File: src/rtl/load_store_unit.sv
// Load/store initiator for a 64x32 data memory: byte/half/word accesses, sub-word stores by read-modify-write.
// Define MISALIGN_TRAP_EN to trap misaligned halves/words and the reserved size with RespError.
module load_store_unit #(
    parameter int ADDR_W = 6,
    parameter int DATA_W = 32
) (
    input  logic              Clock,
    input  logic              ResetN,
    input  logic              ReqValid,
    output logic              ReqReady,
    input  logic              ReqWrite,
    input  logic [1:0]        ReqSize,
    input  logic              ReqSigned,
    input  logic [ADDR_W+1:0] ReqAddr,
    input  logic [DATA_W-1:0] ReqWData,
    output logic              RespValid,
    output logic [DATA_W-1:0] RespData,
    output logic              RespError,
    output logic [ADDR_W-1:0] Address,
    output logic [DATA_W-1:0] WriteData,
    output logic              MemoryRead,
    output logic              MemoryWrite,
    input  logic [DATA_W-1:0] ReadData
);

    typedef enum logic [2:0] {
        S_IDLE,
        S_RD,
        S_RWAIT,
`ifdef MISALIGN_TRAP_EN
        S_RESP_ERR,
`endif
        S_WR
    } state_e;

    state_e              state_q, state_d;
    logic                ready_q, ready_d;
    logic                rd_q, rd_d;
    logic                wr_q, wr_d;
    logic                rvalid_q, rvalid_d;
    logic [DATA_W-1:0]   rdata_q, rdata_d;
    logic [ADDR_W-1:0]   addr_q, addr_d;
    logic [DATA_W-1:0]   wdata_q, wdata_d;
    logic [1:0]          lane_q, lane_d;
    logic [1:0]          size_q, size_d;
    logic                sgn_q, sgn_d;
    logic                write_q, write_d;
    logic [15:0]         sdata_q, sdata_d;
    logic                misalign_s;

    // Selects the addressed lane of a word and extends it to 32 bits; size 11 acts as a word.
    function automatic logic [31:0] load_extend(input logic [31:0] word, input logic [1:0] lane,
                                                input logic [1:0] size, input logic sgn);
        logic [31:0] res;
        logic [7:0]  b;
        logic [15:0] h;
        b = word[{lane, 3'b000} +: 8];
        h = lane[1] ? word[31:16] : word[15:0];
        case (size)
            2'b00:   res = {{24{sgn & b[7]}}, b};
            2'b01:   res = {{16{sgn & h[15]}}, h};
            default: res = word;
        endcase
        return res;
    endfunction

    // Replaces one byte or half lane of a word, leaving the other lanes intact.
    function automatic logic [31:0] store_merge(input logic [31:0] word, input logic [1:0] lane,
                                                input logic [1:0] size, input logic [15:0] data);
        logic [31:0] res;
        res = word;
        case (size)
            2'b00: res[{lane, 3'b000} +: 8] = data[7:0];
            2'b01: begin
                if (lane[1]) res[31:16] = data;
                else         res[15:0]  = data;
            end
            default: res = word;
        endcase
        return res;
    endfunction

`ifdef MISALIGN_TRAP_EN
    logic rerr_q, rerr_d;
    assign misalign_s = (ReqSize == 2'b11) ||
                        ((ReqSize == 2'b01) && ReqAddr[0]) ||
                        ((ReqSize == 2'b10) && (ReqAddr[1:0] != 2'b00));
    assign RespError  = rerr_q;
`else
    assign misalign_s = 1'b0;
    assign RespError  = 1'b0;
`endif

    // Next-state and registered-output computation for the access sequencer.
    always_comb begin
        state_d  = state_q;
        ready_d  = 1'b0;
        rd_d     = 1'b0;
        wr_d     = 1'b0;
        rvalid_d = 1'b0;
        rdata_d  = {DATA_W{1'b0}};
        addr_d   = addr_q;
        wdata_d  = wdata_q;
        lane_d   = lane_q;
        size_d   = size_q;
        sgn_d    = sgn_q;
        write_d  = write_q;
        sdata_d  = sdata_q;
`ifdef MISALIGN_TRAP_EN
        rerr_d   = 1'b0;
`endif
        case (state_q)
            S_IDLE: begin
                if (ReqValid) begin
                    addr_d  = ReqAddr[ADDR_W+1:2];
                    lane_d  = ReqAddr[1:0];
                    size_d  = ReqSize;
                    sgn_d   = ReqSigned;
                    write_d = ReqWrite;
                    sdata_d = ReqWData[15:0];
                    if (misalign_s) begin
`ifdef MISALIGN_TRAP_EN
                        state_d = S_RESP_ERR;
`else
                        state_d = S_IDLE;
                        ready_d = 1'b1;
`endif
                    end else if (ReqWrite && ReqSize[1]) begin
                        // Full-word stores skip the read phase entirely.
                        state_d = S_WR;
                        wr_d    = 1'b1;
                        wdata_d = ReqWData;
                    end else begin
                        state_d = S_RD;
                        rd_d    = 1'b1;
                    end
                end else begin
                    ready_d = 1'b1;
                end
            end
            S_RD: begin
                state_d = S_RWAIT;
            end
            S_RWAIT: begin
                if (write_q) begin
                    state_d = S_WR;
                    wr_d    = 1'b1;
                    wdata_d = store_merge(ReadData, lane_q, size_q, sdata_q);
                end else begin
                    state_d  = S_IDLE;
                    ready_d  = 1'b1;
                    rvalid_d = 1'b1;
                    rdata_d  = load_extend(ReadData, lane_q, size_q, sgn_q);
                end
            end
            S_WR: begin
                state_d  = S_IDLE;
                ready_d  = 1'b1;
                rvalid_d = 1'b1;
            end
`ifdef MISALIGN_TRAP_EN
            S_RESP_ERR: begin
                state_d  = S_IDLE;
                ready_d  = 1'b1;
                rvalid_d = 1'b1;
                rerr_d   = 1'b1;
            end
`endif
            default: begin
                state_d = S_IDLE;
                ready_d = 1'b1;
            end
        endcase
    end

    // State and output registers; reset abandons any access in flight.
    always_ff @(posedge Clock or negedge ResetN) begin
        if (!ResetN) begin
            state_q  <= S_IDLE;
            ready_q  <= 1'b1;
            rd_q     <= 1'b0;
            wr_q     <= 1'b0;
            rvalid_q <= 1'b0;
            rdata_q  <= {DATA_W{1'b0}};
            addr_q   <= {ADDR_W{1'b0}};
            wdata_q  <= {DATA_W{1'b0}};
            lane_q   <= 2'b00;
            size_q   <= 2'b00;
            sgn_q    <= 1'b0;
            write_q  <= 1'b0;
            sdata_q  <= 16'h0000;
`ifdef MISALIGN_TRAP_EN
            rerr_q   <= 1'b0;
`endif
        end else begin
            state_q  <= state_d;
            ready_q  <= ready_d;
            rd_q     <= rd_d;
            wr_q     <= wr_d;
            rvalid_q <= rvalid_d;
            rdata_q  <= rdata_d;
            addr_q   <= addr_d;
            wdata_q  <= wdata_d;
            lane_q   <= lane_d;
            size_q   <= size_d;
            sgn_q    <= sgn_d;
            write_q  <= write_d;
            sdata_q  <= sdata_d;
`ifdef MISALIGN_TRAP_EN
            rerr_q   <= rerr_d;
`endif
        end
    end

    assign ReqReady    = ready_q;
    assign RespValid   = rvalid_q;
    assign RespData    = rdata_q;
    assign Address     = addr_q;
    assign WriteData   = wdata_q;
    assign MemoryRead  = rd_q;
    assign MemoryWrite = wr_q;

endmodule

File: config.mk
export PLATFORM = sky130hd
export DESIGN_NAME = load_store_unit
export DESIGN_NICKNAME = d
export VERILOG_FILES = /design/src/rtl/load_store_unit.sv
export SDC_FILE = /design/constraint.sdc
export NUM_CORES = 1
export LEC_CHECK = 0
export CAP_MARGIN = 20
export CORE_UTILIZATION = 36
export DETAILED_ROUTE_END_ITERATION = 10
export PLACE_DENSITY = 0.72
export REMOVE_ABC_BUFFERS = 1
export SYNTH_ARGS = -nofsm -noshare
export SYNTH_HDL_FRONTEND = slang
export SYNTH_SLANG_ARGS = --single-unit
File: constraint.sdc
create_clock -name Clock -period 3.79 [get_ports Clock]
set_clock_uncertainty 0.05 [all_clocks]
set_input_delay 1.137 -clock Clock [delete_from_list [all_inputs] [get_ports Clock]]
set_output_delay 1.137 -clock Clock [all_outputs]
set_load 0.03 [all_outputs]
# After elaboration in Yosys (flattened, before gate mapping)
# Index checks and enable logic that the tools add are counted.
[totals]
elab_cells = 59
register_bits = 99
out_inout_bits = 75
[classes]
addsub = 1
n_mux = 27
eq_ne = 7
n_bitwise = 2
shift = 3
n_reduce_logical = 6
[op_table]
columns = ["cell", "n"]
rows = [
  ["one-hot mux 32 bit (2 select lines)", 3],
  ["two-way mux 32 bit", 5],
  ["two-way mux 16 bit", 3],
  ["bitwise mux 32 bit", 1],
  ["variable shift 8 x 7 -> 32 bit, first input constant", 1],
  ["variable part select 32 x 6 -> 8 bit", 1],
  ["variable part select 8 x 7 -> 32 bit", 1],
  ["one-hot mux 3 bit (3 select lines)", 1],
  ["two-way mux 1 bit", 8],
  ["negation 5 -> 7 bit", 1],
  ["== test 3 x 2 -> 1 bit, second input constant", 2],
  ["inequality test 2 bit, second input constant", 3],
  ["two-way mux 2 bit", 2],
  ["one-hot mux 1 bit (2 select lines)", 2],
  ["AND reduction 4 bit", 1],
  ["== test 3 x 1 -> 1 bit, second input constant", 1],
  ["zero test 3 bit", 1],
  ["two-way mux 3 bit", 1],
  ["one-hot mux 1 bit (3 select lines)", 1],
  ["AND 1 bit", 2],
  ["== test 2 x 1 -> 1 bit, second input constant", 1],
  ["zero test 2 bit", 1],
  ["AND reduction 2 bit", 1],
  ["nonzero test 2 bit", 1],
  ["logical AND 1 bit", 1],
]

# Logic depth before layout (Yosys ltp)
[logic_depth]
word_depth = 6
mapped_depth = 7
mapped_depth_nobuf = 6

# Worst setup path before layout
# Ideal clock, no wire load.
[synth_path]
path_kind = "reg-to-reg"
start = "register lane_q[1]"
end = "register wdata_q[0] (netlist: WriteData[0])"
required_ns = 3.654
path_slack_ns = 1.125
setup_time_ns = 0.086
period_less_slack_ns = 2.665
stages_incl_launch_ff = 8
arrival_time_ns = 2.529
path_cell_list = "dfrtp_1 clkbuf_1 clkinv_1 ha_1 or4b_1 a21oi_1 a221oi_1 nor3_1"
[synth_between]
elab_chain_cells = 6
[synth_rtl]
columns = ["item", "line", "text"]
rows = [
  ["start: declaration", "44", "logic [1:0] lane_q, lane_d;"],
  ["start signal: assignment", "204", "lane_q <= lane_d;"],
  ["negation 5 -> 7 bit", "73", "2'b00: res[{lane, 3'b000} +: 8] = data[7:0];"],
  ["variable part select 8 x 7 -> 32 bit / variable shift 8 x 7 -> 32 bit (equally long branches)", "73", ""],
  ["bitwise mux 32 bit", "73", ""],
  ["one-hot mux 32 bit (2 select lines) *", "72", "case (size)"],
  ["two-way mux 32 bit *", "145", "if (write_q) begin"],
  ["one-hot mux 32 bit (2 select lines) *", "112", "case (state_q)"],
  ["end signal: assignment", "186", "wdata_q <= {DATA_W{1'b0}};"],
  ["end signal: assignment", "203", "wdata_q <= wdata_d;"],
  ["end: declaration", "43", "logic [DATA_W-1:0] wdata_q, wdata_d;"],
]
# Mark *: on every way between the ends. The rest lies on a longest branch, timed or not. The select of a mux whose other input is x is not followed.
# A chain may end at the register's enable or synchronous reset.

# Final worst setup path
[layout_path]
start = "register lane_q[0]"
end = "register wdata_q[0] (netlist: WriteData[0])"
[layout_between]
elab_chain_cells = 6
[layout_rtl]
columns = ["item", "line"]
rows = [
  ["negation 5 -> 7 bit *", "73"],
  ["variable part select 8 x 7 -> 32 bit / variable shift 8 x 7 -> 32 bit (equally long branches)", "73"],
  ["bitwise mux 32 bit *", "73"],
  ["one-hot mux 32 bit (2 select lines) *", "72"],
  ["two-way mux 32 bit *", "145"],
  ["one-hot mux 32 bit (2 select lines) *", "112"],
]
# Marked as above.

==> reports/qor.txt <==
H-tree depth = 3
status = finished, final reports clean
IO buf count = 152
Largest stage delay, worst path = 0.69 ns
CP cell instances = inv_1, ha_1, or4b_1, a21oi_1, a221oi_1, nor3_1
Netlist cell types = 50
antenna violations before repair = 0
FMAX = 341 MHz
row cnt = 41
max-slew violations = 0
Post-DP Area = 6530 µm²
Initial Util = 0.376
#FFs+latches synth = 98
vias in the first global route = 4,472
Synth Flop Type = dfrtp_1
largest net degree at the start of global routing = 60
drt wl/cell = 18.7 µm
Final GP Congestion = 0.835
Vias per Instance = 5.46
die area = 13,900 µm²
dpl hpwl = 11,500 µm
fin crit period = 2.93 ns
Yosys warnings = 0
Antenna Nets Post-Route = 0
CTS tree = done
CTS sink cnt = 98
Max Cap Violations = 0
die height = 118 µm
Netlist Area Pre-Place = 4820 µm²
drt pass-1 iters = 4
DR WL met2 = 7240 µm
Std-Cell Core Area = 12,800 µm²
Leakage Power = 3.10 nW
sequential cell area fraction in the yosys report = 0.509
CP top delay family = compound AO/OA/AOI/OAI gates
grt ovf = 0
CTS resizes = 0
Max rail drop VDD = 0.407 mV
Least-Margin Pin Slew = 0.969 ns
post-CTS setup buffer count = 0
Crit Path Max Fanout = 13
Post-synth EDFFs = 0
gr usage total = 0.228
worst min path class = flip-flop to flip-flop
Layout area overhead = 41.6%
met3 wire length = 1180 µm
Hold Buf Count CTS = 0
period utilization = 0.774
worst hold slack = 0.428 ns
slowest stage cell, crit path = dfrtp_1
Vias = 4,540
I/O Pins = 154
CP endpoint kind = flip-flop
most frequent cells in the layout = 151 x clkdlybuf4s50_1, 115 x nand2_1, 97 x dfrtp_1, 50 x o21ai_0, 34 x a21o_1
TNS Setup = 0 ns
unrepaired setup endpoints after global routing = no
Final Hold Vio Count = 0
Avg Inst Size Synth = 9.43 µm²
Slew headroom = 0.354
endpoints failing setup = 0
Top Metal Used = met4
Die W = 118 µm
NumNets Final = 738
residual DRC count = 0
Worst Setup Path Type = flip-flop to flip-flop
Crit path required time = 4.01 ns
Arrival @ worst endpoint = 3.16 ns
CP Launch Type = flip-flop
antenna cells = 0
worst path buffer plus inverter count = 1
ratio of cells with drive above 1 in the final layout = 0.0668
async set-or-reset flop fraction in the synthesized netlist = 1.00
commonest non-fill, non-tap cell in the layout = clkdlybuf4s50_1
clk_lat worst skew = 0.35 ns
Routed WL = 15,600 µm
Power Dens Cells = 859 nW/µm²
clk slew on worst S/H paths = 0.07 ns
CTS Buf Count = 9
Gate Count Post-Synth = 511
Metal-1 WL = 6790 µm
Starting DRT DRC Count = 386
first-pass GRT wire length = 24,600 µm
fin area = 6820 µm²
root buffer cell = clkbuf_16
buffer depth of the longest clock path = 2
# fillers = 1,121
==> metrics by stage <==
stage	power (mW)	instances	worst slack (ns)	util
after CTS	5.88	831	0.921	0.532
after global placement	4.85	815	0.800	0.509
after floorplan	3.62	476	0.766	-
after global routing	6.22	831	0.601	0.532
after detailed placement	4.93	815	0.701	0.509
final	5.86	831	0.856	0.532
==> final timing paths <==
check | from | end | slack, ns | depth (start not counted)
setup / recovery | lane_q[0] | WriteData[0] | 0.86 | 6
hold / removal | Address[3] | Address[3] | 0.43 | 2
setup reg to reg | lane_q[0] | WriteData[0] | 0.86 | 6
hold reg to reg | Address[3] | Address[3] | 0.43 | 2
max in group asynchronous | ResetN | RespData[15] | 2.27 | 2
min in group asynchronous | ResetN | MemoryWrite | 0.71 | 1
==> synthesized netlist by cell type (all sizes together) (2+ instances only) <==
cell | number | area [µm²]
nand2 | 115 | 432
dfrtp | 97 | 2430
o21ai | 58 | 290
a21o | 35 | 264
a221oi | 27 | 236
clkbuf | 26 | 97.6
nor2 | 25 | 93.8
nor3 | 24 | 125
a21oi | 15 | 75.1
buf | 9 | 58.8
inv | 9 | 33.8
a2bb2oi | 8 | 70.1
o22ai | 8 | 50.1
a22o | 5 | 43.8
ha | 5 | 62.6
nand2b | 5 | 31.3
a22oi | 4 | 30.0
mux4 | 4 | 90.1
nor2b | 4 | 25.0
mux2i | 3 | 30.0
or2 | 3 | 21.3
mux2 | 2 | 22.5
==> worst min-delay path, cell delays in order (launching register included) <==
cell and delay [ns]:
dfrtp_1 0.34, nand2_1 0.05, nand2_1 0.06
==> kinds of logic (layout without fill, tap and decap cells) <==
logic type | after synthesis | count (layout) | synth area share
adder cells (fa/ha/maj) | 5 | 5 | 0.0130
AO/OA/AOI/OAI | 166 | 166 | 0.234
buffers and inverters | 45 | 193 | 0.0402
flip-flops | 98 | 98 | 0.509
other | 1 | 1 | 0.000778
AND/OR/NAND/NOR | 187 | 187 | 0.173
multiplexers | 9 | 9 | 0.0296
==> metal layers <==
| layer | track usage | vias to the layer above |
|---|---|---|
| li1 | - | 2102 |
| met1 | 0.302 | 2197 |
| met2 | 0.361 | 216 |
| met3 | 0.0572 | 25 |
| met4 | 0.0817 | 0 |
| met5 | 0 | - |
==> area by class of cell <==
cell class                 count  area, µm²  area share
inverter                      10       37.5     0.00550
clock inverter                 2       35.0     0.00513
timing repair buffer         167       1640       0.241
multi-input combinational    368       2170       0.319
sequential                    98       2450       0.360
tap                          172        215      0.0315
clock buffer                  14        264      0.0387
==> registers in the layout (all words and copies together) (netlist names), 2 cells and up <==
name	flops
state_q	2
sdata_q	16
Address	6
size_q	2
WriteData	32
RespData	32
lane_q	2
==> report_power, final <==
group	leakage (nW)	switching, mW	internal (mW)	total, mW
logic	1.70	1.87	1.24	3.12
clock network	0.147	0.390	0.548	0.938
registers	1.25	0.328	1.48	1.81
No activity file was read; power rests on OpenSTA's default activity.
==> edit (config.mk and constraints unchanged) <==
The option `MISALIGN_TRAP_EN` is turned on by a define.
--- a/src/rtl/load_store_unit.sv
+++ b/src/rtl/load_store_unit.sv
@@ -2,2 +2,4 @@
 // Define MISALIGN_TRAP_EN to trap misaligned halves/words and the reserved size with RespError.
+`define MISALIGN_TRAP_EN
+
 module load_store_unit #(
Formal check against the unedited RTL: not equivalent (a bounded check fails within 4 cycles, from zero or initial values and one cycle with ResetN low).
==> edit against the unedited design <==
Global-route usage decreased by 1.2 points; total power increased by 2.7%; critical path depth unchanged; first-iteration DRC count decreased by 1.3%; wire length decreased by 0.94%; final area increased by 3.6%; area after synthesis increased by 5.4%; clock power increased by 5.0%; worst setup slack got worse by 180 ps; sequential cell count increased by 2; via count increased by 0.31%; critical endpoint unchanged; largest power group unchanged.
==> edit: results (changes against the unedited design) <==
| Metric | Value |
|---|---|
| DR pass1 iterations | 5 (+1) |
| Worst slew pin tran | 946 ps (-23.6 ps) |
| Cell family with most CP delay | flip-flops |
| Largest net degree at the start of global routing | 67 (+12%) |
| Vias per cell | 5.61 (+2.7%) |
| Global-route wire length before repair | 24000 um (-2.1%) |
| Status | complete, no violations |
| Top_reg_cell synth | dfrtp_1 |
| Place WS | 703 ps (+1.64 ps) |
| Hold path start | WriteData[8] |
| Clk slew on worst S/H paths | 70 ps (about the same) |
| Final setup fails | 0 (unchanged) |
| Synth top area cells | dfrtp_1 49%, nor2_1 4.3%, a21o_1 4.0% |
| Final setup margin | 673 ps (-183 ps) |
| Gr usage total | 0.216 (-0.0120) |
| Seq/Total Area, Yosys | 0.493 (-0.0162) |
| Final WL | 15400 um (-0.94%) |
| Htree depth | 3 (unchanged) |
| Routed Antenna Nets | 0 (unchanged) |
| Vias | 4554 (+0.31%) |
| Post-synth top cells | 99 x dfrtp_1, 58 x nor2_1, 36 x o21ai_0, 33 x nand2_1, 27 x a21o_1 |
| Placed cells | 795 (-2.5%) |
| Drt initial violations | 381 (-1.3%) |
| Vias in the first global route | 4576 (+2.3%) |
| Max rail drop VDD | 500 uV (+23%) |
| Nets | 711 (-3.7%) |
| Synthesized area per cell | 10.3 sq um (+8.8%) |
| Slowest cell delay on critical path | 900 ps (+210 ps) |
| CP max FO | 20 (+7) |
| Pleak | 3.05 nW (-1.5%) |
| Port bufs | 153 (+0.66%) |
| Routability congestion estimate from global placement | 0.861 (+3.2%) |
| Share of layout cells above drive strength 1 | 0.0902 (+0.0234) |
| Min-Delay Path Class | reg -> reg |
| CP Data Arrival Time | 3320 ps (+160 ps) |
| DP HPWL | 11400 um (-0.94%) |
[edit: cell count changes in the layout (fill, tap and decap cells not counted), moves of 13 or more]
cell and change:
o31ai_1 +15, o211ai_1 +14, mux2_2 +15, nor3_1 -13
o21ai_0 -14, nor2_1 +33, nand2_1 -82, a22o_1 +17
[edit: power breakdown]
part	internal, mW	switching (mW)
logic	1.34	1.82
clock network	0.596	0.389
registers	1.49	0.386
total	3.43	2.60
[edit: cells by family (layout without fill, tap and decap cells)]
group	after synthesis	in the layout	share of synthesized area
adders and majority gates	5	5	0.0123
muxes	27	27	0.0746
DFF	100	100	0.493
AOI/OAI and AO/OA	180	180	0.250
buffers and inverters	54	191	0.0490
and+or+nand+nor	129	129	0.121
[edit: cell type report]
| cell class | instances | area (sq um) |
|---|---|---|
| Fill cell | 1207 | 6750 |
| Sequential cell | 100 | 2500 |
| Multi-Input combinational cell | 341 | 2350 |
| Timing Repair Buffer | 161 | 1620 |
| Clock buffer | 12 | 246 |
| Tap cell | 180 | 225 |
| Clock inverter | 4 | 72.6 |
| Inverter | 14 | 52.6 |
[edit: how the worst min path moves through the flow]
stage                     to  slack [ps]  cells after the start
2_1_floorplan    sdata_q[15]         450                      1
3_3_place_gp    WriteData[2]         420                      2
3_5_place_dp    WriteData[8]         420                      2
4_1_cts         WriteData[8]         440                      2
5_1_grt        WriteData[20]         460                      1
6_report        WriteData[8]         430                      2
[edit: routing by layer]
layer / vias to the layer above / part of all wire / track usage
li1: 2090 / - / -
met1: 2241 / 0.43 / 0.280
met2: 198 / 0.48 / 0.348
met3: 25 / 0.078 / 0.0670
met4: 0 / 0.019 / 0.0602
met5: - / 0 / 0
